$ cat config.mk
export PLATFORM = sky130hd
export DESIGN_NAME = fb_rect_fill
export DESIGN_NICKNAME = d
export VERILOG_FILES = /design/src/rtl/fb_rect_fill.sv
export SDC_FILE = /design/constraint.sdc
export NUM_CORES = 1
export LEC_CHECK = 0
export BUFFER_PORTS_ARGS = -buffer_cell sky130_fd_sc_hd__buf_2
export CORE_UTILIZATION = 59
export DETAILED_ROUTE_END_ITERATION = 10
export PLACE_DENSITY_LB_ADDON = 0.1
export SYNTH_ARGS = -nofsm -noshare
export SYNTH_HDL_FRONTEND = slang
export SYNTH_SLANG_ARGS = --single-unit
$ cat constraint.sdc
create_clock -name clk -period 3.2 [get_ports clk]
set_input_delay 0.96 -clock clk [delete_from_list [all_inputs] [get_ports clk]]
set_output_delay 0.96 -clock clk [all_outputs]
set_load 0.02 [all_outputs]
$ cat src/rtl/fb_rect_fill.sv
// rtl/fb_rect_fill.sv - iomem-mapped rectangle fill engine feeding the 12-bit RGB framebuffer
// Optional irq_done output and CTRL/STATUS bit2 are built when FB_RECT_FILL_IRQ_EN is defined.
module fb_rect_fill #(
    parameter int         H_RES  = 640,
    parameter int         V_RES  = 480,
    parameter int         ADDR_W = 19,
    parameter logic [7:0] BASE   = 8'h06
) (
    input  logic              clk,
    input  logic              resetn,
    input  logic              iomem_valid,
    output logic              iomem_ready,
    input  logic [3:0]        iomem_wstrb,
    input  logic [31:0]       iomem_addr,
    input  logic [31:0]       iomem_wdata,
    output logic [31:0]       iomem_rdata,
    output logic              fb_we,
    output logic [ADDR_W-1:0] fb_addr,
    output logic [11:0]       fb_wdata,
    input  logic              fb_ready
`ifdef FB_RECT_FILL_IRQ_EN
    ,
    output logic              irq_done
`endif
);

    typedef enum logic [1:0] {S_IDLE, S_SETUP, S_RUN, S_DONE} state_t;

    localparam logic [11:0]       H_RES_W = 12'(H_RES);
    localparam logic [11:0]       V_RES_W = 12'(V_RES);
    localparam logic [10:0]       H_RES_X = 11'(H_RES);
    localparam logic [10:0]       V_RES_X = 11'(V_RES);
    localparam logic [ADDR_W-1:0] H_RES_A = ADDR_W'(H_RES);

    state_t              r_state, w_next;
    logic                r_ready;
    logic [31:0]         r_rdata;
    logic [2:0]          r_req_idx;
    logic [3:0]          r_req_wstrb;
    logic [31:0]         r_req_wdata;
    logic [9:0]          r_x0, r_y0;
    logic [10:0]         r_w, r_h;
    logic [11:0]         r_color;
    logic                r_done;
    logic [10:0]         r_x, r_y, r_xe, r_ye;
    logic [ADDR_W-1:0]   r_row_base;

    logic                w_sel, w_wr, w_busy, w_run, w_beat, w_irq_en;
    logic                w_cmd_start, w_cmd_abort, w_empty, w_last_col, w_last_row;
    logic [31:0]         w_mask, w_cur, w_merged, w_status, w_rd_mux;
    logic [11:0]         w_xsum, w_ysum;
    logic [10:0]         w_xe, w_ye;
    logic [ADDR_W-1:0]   w_row0;
    logic                w_unused_addr;

    assign w_sel  = iomem_valid && (iomem_addr[31:24] == BASE) && !r_ready;
    assign w_unused_addr = ^{iomem_addr[23:5], iomem_addr[1:0]};

    // Requests are captured on select and take effect in the ack cycle, so a START
    // puts the FSM in SETUP the cycle after the ack and the first pixel one cycle later.
    assign w_wr        = r_ready && (|r_req_wstrb);
    assign w_busy      = (r_state != S_IDLE);
    assign w_run       = (r_state == S_RUN);
    assign w_beat      = w_run && fb_ready;
    assign w_cmd_start = w_wr && (r_req_idx == 3'd3) && r_req_wstrb[0] && r_req_wdata[0];
    assign w_cmd_abort = w_wr && (r_req_idx == 3'd3) && r_req_wstrb[0] && r_req_wdata[1];
    assign w_mask      = {{8{r_req_wstrb[3]}}, {8{r_req_wstrb[2]}},
                          {8{r_req_wstrb[1]}}, {8{r_req_wstrb[0]}}};

    always_comb begin
        w_cur = 32'd0;
        case (r_req_idx)
            3'd0:    w_cur = {6'd0, r_y0, 6'd0, r_x0};
            3'd1:    w_cur = {5'd0, r_h, 5'd0, r_w};
            3'd2:    w_cur = {20'd0, r_color};
            default: w_cur = 32'd0;
        endcase
    end
    assign w_merged = (w_cur & ~w_mask) | (r_req_wdata & w_mask);

    assign w_xsum  = {2'b00, r_x0} + {1'b0, r_w};
    assign w_ysum  = {2'b00, r_y0} + {1'b0, r_h};
    assign w_xe    = (w_xsum > H_RES_W) ? H_RES_X : w_xsum[10:0];
    assign w_ye    = (w_ysum > V_RES_W) ? V_RES_X : w_ysum[10:0];
    assign w_empty = ({2'b00, r_x0} >= H_RES_W) || ({2'b00, r_y0} >= V_RES_W) ||
                     (r_w == 11'd0) || (r_h == 11'd0);
    assign w_row0  = ADDR_W'(r_y0) * H_RES_A;
    assign w_last_col = (r_x == r_xe - 11'd1);
    assign w_last_row = (r_y == r_ye - 11'd1);

    assign w_status = {w_run ? 16'(r_xe - r_x) : 16'd0, 13'd0, w_irq_en, r_done, w_busy};

    always_comb begin
        w_rd_mux = 32'd0;
        case (iomem_addr[4:2])
            3'd0:    w_rd_mux = {6'd0, r_y0, 6'd0, r_x0};
            3'd1:    w_rd_mux = {5'd0, r_h, 5'd0, r_w};
            3'd2:    w_rd_mux = {20'd0, r_color};
            3'd3:    w_rd_mux = w_status;
            default: w_rd_mux = 32'd0;
        endcase
    end

    always_comb begin
        w_next = r_state;
        case (r_state)
            S_IDLE:  if (w_cmd_start && !w_cmd_abort) w_next = S_SETUP;
            S_SETUP: w_next = w_empty ? S_DONE : S_RUN;
            S_RUN:   if (w_beat && w_last_col && w_last_row) w_next = S_DONE;
            S_DONE:  w_next = S_IDLE;
            default: w_next = S_IDLE;
        endcase
        if (w_cmd_abort && w_busy) w_next = S_IDLE;
    end

    always_ff @(posedge clk or negedge resetn) begin
        if (!resetn) begin
            r_state     <= S_IDLE;
            r_ready     <= 1'b0;
            r_rdata     <= 32'd0;
            r_req_idx   <= 3'd0;
            r_req_wstrb <= 4'd0;
            r_req_wdata <= 32'd0;
            r_x0        <= 10'd0;
            r_y0        <= 10'd0;
            r_w         <= 11'd0;
            r_h         <= 11'd0;
            r_color     <= 12'd0;
            r_done      <= 1'b0;
            r_x         <= 11'd0;
            r_y         <= 11'd0;
            r_xe        <= 11'd0;
            r_ye        <= 11'd0;
            r_row_base  <= '0;
        end else begin
            r_state <= w_next;
            r_ready <= w_sel;
            r_rdata <= w_sel ? w_rd_mux : 32'd0;
            if (w_sel) begin
                r_req_idx   <= iomem_addr[4:2];
                r_req_wstrb <= iomem_wstrb;
                r_req_wdata <= iomem_wdata;
            end
            if (w_wr && !w_busy) begin
                case (r_req_idx)
                    3'd0: begin r_x0 <= w_merged[9:0];  r_y0 <= w_merged[25:16]; end
                    3'd1: begin r_w  <= w_merged[10:0]; r_h  <= w_merged[26:16]; end
                    3'd2: r_color <= w_merged[11:0];
                    default: ;
                endcase
            end
            if ((r_state == S_IDLE) && w_cmd_start && !w_cmd_abort) r_done <= 1'b0;
            else if ((r_state == S_DONE) && !w_cmd_abort)          r_done <= 1'b1;
            if (r_state == S_SETUP) begin
                r_xe       <= w_xe;
                r_ye       <= w_ye;
                r_x        <= {1'b0, r_x0};
                r_y        <= {1'b0, r_y0};
                r_row_base <= w_row0;
            end else if (w_beat) begin
                if (w_last_col) begin
                    r_x        <= {1'b0, r_x0};
                    r_y        <= r_y + 11'd1;
                    r_row_base <= r_row_base + H_RES_A;
                end else begin
                    r_x <= r_x + 11'd1;
                end
            end
        end
    end

`ifdef FB_RECT_FILL_IRQ_EN
    logic r_irq_en;
    always_ff @(posedge clk or negedge resetn) begin
        if (!resetn)                                          r_irq_en <= 1'b0;
        else if (w_wr && (r_req_idx == 3'd3) && r_req_wstrb[0]) r_irq_en <= r_req_wdata[2];
    end
    assign w_irq_en = r_irq_en;
    assign irq_done = (r_state == S_DONE) && r_irq_en && !w_cmd_abort;
`else
    assign w_irq_en = 1'b0;
`endif

    assign iomem_ready = r_ready;
    assign iomem_rdata = r_rdata;
    assign fb_we       = w_run;
    assign fb_addr     = w_run ? (r_row_base + ADDR_W'(r_x)) : '0;
    assign fb_wdata    = w_run ? r_color : 12'd0;

endmodule
==> impl.org, run 1 <==
** Placement
- Summing all placed instances gives a cell area of 11800 um2.
- Port Buffers :: 102
- Detailed placement ended at an HPWL of 21200 um.
- Counting tap cells, the placed design contains a total of 1547 instances.
- Routability-driven placement finished with a final weighted congestion of 0.888.
- Post-placement setup slack :: 0.212 ns

** Floorplanning
- Number of rows created at floorplan :: 49
- The initial utilization of the core area, before any placement, comes to 0.604.
- The die covers 19100 um2.
- Pin placement for this block handled 137 I/O pins.
- Core outline area :: 18100 um2
- In this run the vertical extent of the chip is 138 um.
- Width of the die :: 138 um

** Clocking
- The clock tree synthesis step divided the H-tree into 4 levels.
- The tree is rooted in a sky130_fd_sc_hd__clkbuf_16.
- Clock Sinks :: 168
- The clock passes through at most 2 buffers.
- TritonCTS built the clock tree.
- Number of buffers created by CTS :: 17
- Insertion delay to the later sink of the worst-skew pair :: 0.44 ns
- Clock transition at path regs :: 0.08 ns

** Logic synthesis
- Cell type with the highest aggregate area in the netlist :: sky130_fd_sc_hd__dfrtp_1
- Async set-reset flop share out of synthesis :: 1.00
- Area share of the largest cell type after synthesis :: 0.385
- Count of state elements after synthesis :: 168
- Sequential element share of the synthesized area :: 0.385
- Each instance of the synthesized netlist takes up on average 8.86 um2.
- The cell count after synthesis came out at 1234.
- Count of warnings emitted by yosys :: 0
- Unique masters post-synth :: 77
- Post-synth EDFFs :: 0
- Top cells by area in the synthesized netlist :: sky130_fd_sc_hd__dfrtp_1, sky130_fd_sc_hd__ha_1, sky130_fd_sc_hd__nand2_1, sky130_fd_sc_hd__a21oi_1, sky130_fd_sc_hd__o21ai_0
- In the synthesized netlist the dominant register cell turns out to be sky130_fd_sc_hd__dfrtp_1.
- The synthesized netlist occupies a cell area of 10900 um2.

** Timing
- For the final database, setup skew stands at 0.0106 ns.
- On the final layout, the worst hold slack is 0.458 ns.
- Worst slew margin relative to its limit :: 0.398
- Summed negative setup slack over all endpoints :: -0.383 ns
- Shortest clock period the worst path allows after layout :: 3.30 ns
- In the finished design, the share of the clock period the worst path needs comes to 1.03.
- Final hold viol count :: 0
- Based on the critical path, the design can be clocked at up to 303 MHz.
- The max-slew violation count was 0.
- Transition time at the pin with the least slew margin :: 0.896 ns
- Minimum setup slack in the final design :: -0.0981 ns
- Setup repair after global routing could not meet its margin everywhere.
- Setup-failing EPs final :: 5

** Detailed routing
- The detail route stage leaves a number of antenna-violating nets equal to 0.
- TritonRoute pass-1 iters :: 9
- For this block, the via count after detailed routing is 9647.
- Post-detailed-route wirelength per cell :: 18.4 um
- For this block, the routed nets add up to 29200 um of wire.
- Number of DRC violations after detailed routing :: 17
- Initial detailed-routing violation count :: 823
- In the routed layout, each cell is associated on average with a via count of 6.07.

** Worst setup path
- The signal on the critical path passes through ha_4, a21oi_4, o21bai_1, a21oi_2, nor3b_2, buf_4, nand3_2, xnor2_1, and2_1, buf_6.
- The worst setup path is captured at an output pin.
- Slowest stage cell, crit path :: sky130_fd_sc_hd__dfrtp_1
- For this run, the slowest stage of the critical path takes 0.42 ns.
- The worst setup path is launched from a register.
- Buffers plus inverters on the worst setup path :: 2
- In this design, the largest share of critical-path delay is due to flip-flops.
- Critical path data arrival time :: 2.34 ns
- The critical path is of the reg -> out type.
- In this run the worst path has a maximum fanout of 5.
- Data required, critical path :: 2.24 ns

** Cells and area
- The count of cells in the finished layout, fillers not included, comes to 1589.
- Summed area of non-filler cells in the final layout :: 12600 um2
- Synth-to-layout area growth :: 15.5%
- Nets@finish :: 1483
- Counting the fill cells in the layout gives 1406.
- 0 antenna diodes ended up in the layout.
- Final cell utilization of the core :: 0.698
- In the final layout, the share of cells above drive strength 1 is 0.176.

** Power
- The design draws 5.01 mW.
- In this run the static leakage power is 6.14 nW.
- The worst-case IR drop observed on VDD is 419 uV.
- Power spread over the standard cell area amounts to 397 nW/um2.

** GRT
- Aggregate global routing overflow :: 0
- Global-route total usage across every layer :: 0.312
- Entering global routing, the biggest net connects 52 pins.
- Antenna violations before repair :: 0
- Number of global-route vias before repair :: 8903
- Global-route wire length before repair :: 46900 um

** Min path
- The path class of the tightest hold or removal check is in -> async.

** Status
- The run finished, with violations left.
- The checks that failed: design-rule violations, negative setup slack.

** Flow run
- Maximum capacitance violations :: 0
[cell families after synthesis]
family	share of synthesized area
simple gates	0.213
compound gates	0.171
flops	0.385
buf+inv	0.0410
xor+xnor	0.0577
fa+ha+maj	0.0760
mux	0.0559
other cells	0.000343
[registers in the layout, summed over array words and instances (netlist names)]
register	count
r_req_idx	3
r_x	11
r_done	1
r_xe	11
iomem_ready	1
r_row_base	12
r_ye	11
r_color	12
r_w	11
r_x0	10
r_req_wdata	23
r_y	11
iomem_rdata	24
r_state	2
r_y0	10
r_req_wstrb	4
r_h	11
[cells in the mapped netlist, types with 34 or more instances]
| library cell | count |
|---|---|
| sky130_fd_sc_hd__clkbuf_1 | 51 |
| sky130_fd_sc_hd__nand3_1 | 37 |
| sky130_fd_sc_hd__inv_1 | 39 |
| sky130_fd_sc_hd__nor2_1 | 97 |
| sky130_fd_sc_hd__mux2i_1 | 34 |
| sky130_fd_sc_hd__dfrtp_1 | 168 |
| sky130_fd_sc_hd__and2_1 | 35 |
| sky130_fd_sc_hd__ha_1 | 60 |
| sky130_fd_sc_hd__nand2_1 | 172 |
| sky130_fd_sc_hd__o21ai_0 | 76 |
| sky130_fd_sc_hd__xnor2_1 | 36 |
| sky130_fd_sc_hd__xor2_1 | 36 |
| sky130_fd_sc_hd__a21oi_1 | 81 |
| sky130_fd_sc_hd__a22oi_1 | 34 |
[path summary, 6_finish.rpt]
kind | startpoint | end | slack (ns) | depth (start not counted)
setup / recovery | r_row_base[8] | fb_addr[16] | -0.1 | 10
hold / removal | resetn | r_x[2] | 0.46 | 1
setup reg to reg | r_xe[0] | iomem_rdata[26] | 0.18 | 11
hold reg to reg | r_req_wdata[26] | r_req_wdata[26] | 0.46 | 2
max in group asynchronous | resetn | r_y0[2] | 1.99 | 2
min in group clk | r_req_wdata[26] | r_req_wdata[26] | 0.46 | 2
[layout make-up]
class / instances / area, um2 / share of cell area
inverter: 39 / 146 / 0.0116
sequential: 168 / 4210 / 0.333
tap: 229 / 287 / 0.0227
clock inverter: 15 / 175 / 0.0139
clock buffer: 17 / 425 / 0.0337
multi-input combinational: 962 / 6390 / 0.506
timing repair buffer: 159 / 998 / 0.0791
[layer usage]
metal | routed length [um] | track usage | part of all wire
met5 | 0 | 0 | 0
met1 | 13200 | 0.438 | 0.45
met4 | 724 | 0.123 | 0.025
met3 | 1910 | 0.0481 | 0.065
met2 | 13400 | 0.490 | 0.46
[worst reg2reg max path, cell delays in order (launching register included)]
cell,delay [ns]
sky130_fd_sc_hd__dfrtp_1,0.43
sky130_fd_sc_hd__inv_1,0.15
sky130_fd_sc_hd__ha_1,0.20
sky130_fd_sc_hd__inv_1,0.06
sky130_fd_sc_hd__fa_1,0.39
sky130_fd_sc_hd__a21oi_1,0.22
sky130_fd_sc_hd__o211ai_1,0.18
sky130_fd_sc_hd__o41ai_1,0.48
sky130_fd_sc_hd__o21ai_0,0.21
sky130_fd_sc_hd__xor2_1,0.21
sky130_fd_sc_hd__a31oi_1,0.11
sky130_fd_sc_hd__nor4bb_1,0.28
[repair_timing]
action                                  4_1_cts  5_1_grt
hold buffers                                  0        0
pin swaps                                     5        5
gates resized for setup                      19       11
buffers inserted                              9        3
endpoints found under the setup margin        8       15
[layout by cell type, fill, tap and decap left out, types with 17 or more instances in the layout]
cell type | netlist | routed
sky130_fd_sc_hd__buf_4 | 10 | 60
sky130_fd_sc_hd__xnor2_1 | 36 | 34
sky130_fd_sc_hd__buf_2 | 1 | 92
sky130_fd_sc_hd__xor2_1 | 36 | 36
sky130_fd_sc_hd__nand2_1 | 172 | 172
sky130_fd_sc_hd__o21ai_0 | 76 | 76
sky130_fd_sc_hd__a22oi_1 | 34 | 34
sky130_fd_sc_hd__nand3_1 | 37 | 35
sky130_fd_sc_hd__a21oi_1 | 81 | 79
sky130_fd_sc_hd__nor2b_1 | 22 | 21
sky130_fd_sc_hd__inv_1 | 39 | 39
sky130_fd_sc_hd__dfrtp_1 | 168 | 167
sky130_fd_sc_hd__nor2_1 | 97 | 97
sky130_fd_sc_hd__mux2i_1 | 34 | 34
sky130_fd_sc_hd__nor3_1 | 19 | 19
sky130_fd_sc_hd__and2_1 | 35 | 34
sky130_fd_sc_hd__mux2_2 | 20 | 20
sky130_fd_sc_hd__clkbuf_16 | 0 | 17
sky130_fd_sc_hd__ha_1 | 60 | 57
[power by group]
group / switching (mW) / internal, mW
Clock: 0.991 / 1.12
Combinational: 0.365 / 0.265
Sequential: 0.0904 / 2.18
Total: 1.45 / 3.56
No activity file was read; power rests on OpenSTA's default activity.
==> run 2: changes to the inputs <==
- CORE_UTILIZATION: 59 -> 54
- clock period: 3.2 -> 3 ns (I/O delays scaled with it)
==> impl.org, run 2 (synthesis gave the netlist of run 1 again) <==
** GRT
- The total global routing track utilization is 0.304 (-0.00854).
- Antenna violations before repair :: 0 (unchanged)
- Aggregate global routing overflow :: 0 (unchanged)
- Number of global-route vias before repair :: 9036 (+1.5%)
- The maximum number of pins on one net before global-route repair is 48 (-7.7%).
- Global-route wire length before repair :: 48100 um (+2.6%)

** Detailed routing
- The routed via count is 9672 (+0.26%).
- TritonRoute pass-1 iters :: 5 (-4)
- The final wirelength was 29900 um (+2.6%).
- Post-detailed-route wirelength per cell :: 18.2 um (-0.71%)
- The post-detailed-route count of antenna-violating nets came to 0 (unchanged).
- The remaining routing DRC violations came to 0 (-17).
- Ratio of routed vias to standard cells :: 5.89 (-3.0%)
- Initial detailed-routing violation count :: 623 (-24%)

** Cells and area
- Count of antenna diodes in the layout :: 0 (unchanged)
- Layout cells sized above 1 :: 0.188 (+0.0116)
- The combined area of the multi-input logic cells is 6410 um2 (+0.43%).
- The end-of-flow core utilization came to 0.655 (-0.0429).
- Commonest non-fill, non-tap cell in the layout :: sky130_fd_sc_hd__nand2_1
- The layout filler cell count was 1714 (+22%).
- Leaving out fill and tap cells, the most frequent cells in the layout are sky130_fd_sc_hd__nand2_1, sky130_fd_sc_hd__dfrtp_1, sky130_fd_sc_hd__nor2_1, sky130_fd_sc_hd__buf_2, sky130_fd_sc_hd__a21oi_1.
- Synth-to-layout area growth :: 17.8%
- Nets@finish :: 1501 (+1.2%)
- Summed area of non-filler cells in the final layout :: 12900 um2 (+2.0%)
- Sequential standard cell area :: 4210 um2 (unchanged)
- Number of flip-flops in the largest register :: 24 (unchanged)

** Floorplanning
- Chip Height :: 144 um (+4.5%)
- Die ar. :: 20800 um2 (+9.1%)
- Core outline area :: 19700 um2 (+8.7%)
- The starting density of the core came to 0.556 (-0.0482).
- The number of placement rows is 51 (+4.1%).
- Top-level I/O count :: 137 (unchanged)
- The die extent in x came to 144 um (+4.5%).

** Placement
- Port Buffers :: 102 (unchanged)
- Cell Area, Placed :: 12100 um2 (+2.1%)
- GP Congestion :: 0.896 (+0.99%)
- The placed wire-length estimate after detailed placement is 22000 um (+3.8%).

** Timing
- Worst clock skew :: 0.0163 ns (+0.00565 ns)
- Setup repair after global routing could not meet its margin everywhere.
- Transition time at the pin with the least slew margin :: 0.906 ns (+0.00932 ns)
- Minimum setup slack in the final design :: -0.248 ns (-0.150 ns)
- Of the available clock period, the critical path in the final layout requires 1.08.
- The worst path in the final design needs a cycle of 3.25 ns, including I/O delays and setup.
- The headroom to the max-slew limit is 0.392 (-0.00626).
- The number of hold-slack violations in the final timing report came to 0 (unchanged).
- Highest achievable clock rate :: 308 MHz
- Setup-failing EPs final :: 8 (+3)
- Final max-slew violation count :: 0 (unchanged)

** Power
- Sequential Power Share :: 0.445 (-0.008)
- The leakage power is 6.27 nW (+2.1%).
- The logic gate share of total power was 0.129 (+0.003).
- The net load switching power came to 1.53 mW (+6.0%).
- Switch share :: 0.283 (-0.00582)
- Clock power frac :: 0.425 (+0.003)
- Largest vdd supply drop :: 395 uV (-5.8%)
- The power after layout was 5.42 mW (+8.2%).
- Internal power contribution :: 3.89 mW (+9.0%)
- The areal power density over the cells was 421 nW/um2 (+6.1%).

** Status
- The flow ran to the end, but the final reports show violations.
- Failing checks :: negative setup slack

** Worst setup path
- The worst path arrival time came to 2.35 ns (about the same).
- The maximum fanout along the worst path is 5 (unchanged).
- The reg2reg setup slack is 0.14 ns (-0.04 ns).
- Kind of launch point of the worst setup path :: register
- CP Capture Type :: output pin
- Data required, critical path :: 2.10 ns (-0.14 ns)
- The critical path is of the reg -> out type.

** Clocking
- CTS placed an instance of sky130_fd_sc_hd__clkbuf_16 at the clock tree root.
- TritonCTS built the clock tree.
- Number of buffers created by CTS :: 17 (unchanged)
- The quantity of hold-fixing buffers added after cts is 0 (unchanged).
- The clock edge transition at the registers on the reported setup and hold paths was 0.07 ns (about the same).
- The buffer levels on the longest clock path came to 2 (unchanged).
- Clock Sinks :: 168 (unchanged)
- Insertion delay to the later sink of the worst-skew pair :: 0.44 ns (about the same)
- The H-tree level count came to 4 (unchanged).

** Min path
- The min-delay analysis places its worst path in the category in -> async.

** Flow run
- The reported max-cap violation count was 0 (unchanged).
[run 2: cell count changes in the layout (fill, tap and decap cells not counted), moves of 2 or more]
| cell | previous run | this run |
|---|---|---|
| sky130_fd_sc_hd__buf_12 | 1 | 4 |
| sky130_fd_sc_hd__buf_4 | 60 | 74 |
| sky130_fd_sc_hd__clkinv_4 | 2 | 0 |
| sky130_fd_sc_hd__inv_6 | 2 | 6 |
| sky130_fd_sc_hd__inv_8 | 7 | 2 |
| sky130_fd_sc_hd__xnor2_1 | 34 | 36 |
| sky130_fd_sc_hd__xnor2_2 | 2 | 0 |
[run 2: cell type report]
cell class	instances	area share
well taps	265	0.0258
inverters	39	0.0114
clock inverters	14	0.0142
clock buffers	17	0.0330
flip-flops and latches	168	0.327
multi-input cells	962	0.498
repair buffers	177	0.0908
[run 2: what timing repair did]
action,CTS,global route
pin swaps,10,6
gates resized for setup,20,14
setup buffers,6,2
setup endpoints to repair,8,17
[run 2: final timing paths]
| path | cells after the start | startpoint | endpoint |
|---|---|---|---|
| worst max-delay path | 9 | r_x[8] | fb_addr[14] |
| worst max register to register | 10 | r_y0[1] | r_row_base[18] |
| max in group asynchronous | 2 | resetn | r_xe[7] |
| min in group clk | 2 | r_req_wdata[11] | r_req_wdata[11] |
| worst min-delay path | 1 | resetn | r_x[4] |
| worst min register to register | 2 | r_req_wdata[11] | r_req_wdata[11] |
[run 2: metal layers]
| layer | global-route usage | up-vias | wire length [um] |
|---|---|---|---|
| li1 | - | 4651 | - |
| met1 | 0.434 | 4667 | 14100 |
| met2 | 0.473 | 323 | 13400 |
| met3 | 0.0467 | 31 | 1770 |
| met4 | 0.0975 | 0 | 674 |
| met5 | 0 | - | 0 |
[run 2: power groups by stage]
| stage | registers, mW | logic [mW] | clock network, mW |
|---|---|---|---|
| floorplan | 2.42 | 0.440 | 0 |
| global placement | 2.45 | 0.671 | 0 |
| CTS | 2.41 | 0.693 | 2.33 |
| finish | 2.41 | 0.700 | 2.30 |
| global route | 2.42 | 0.776 | 2.42 |
| detailed placement | 2.45 | 0.681 | 0 |
[run 2: worst max-delay path, stage by stage (launching register included)]
cell                       delay [ns]
sky130_fd_sc_hd__dfrtp_1         0.43
sky130_fd_sc_hd__ha_4            0.31
sky130_fd_sc_hd__a21oi_4         0.07
sky130_fd_sc_hd__o21bai_4        0.16
sky130_fd_sc_hd__a21oi_4         0.09
sky130_fd_sc_hd__nor3b_4         0.31
sky130_fd_sc_hd__buf_4           0.17
sky130_fd_sc_hd__xor2_1          0.12
sky130_fd_sc_hd__and2_1          0.15
sky130_fd_sc_hd__buf_6           0.11
[run 2: metrics by stage]
| step | TNS (ns) | hold slack (ns) | cells | worst slack [ns] |
|---|---|---|---|---|
| 4_1_cts | -1.03 | 0.407 | 1641 | -0.175 |
| 3_5_place_dp | 0 | 0.452 | 1605 | 0.0173 |
| 2_1_floorplan | 0 | 0.433 | 1237 | 0.0747 |
| 6_report | -1.52 | 0.402 | 1642 | -0.248 |
| 3_3_place_gp | 0 | 0.448 | 1605 | 0.0750 |
| 5_1_grt | -2.41 | 0.430 | 1642 | -0.354 |
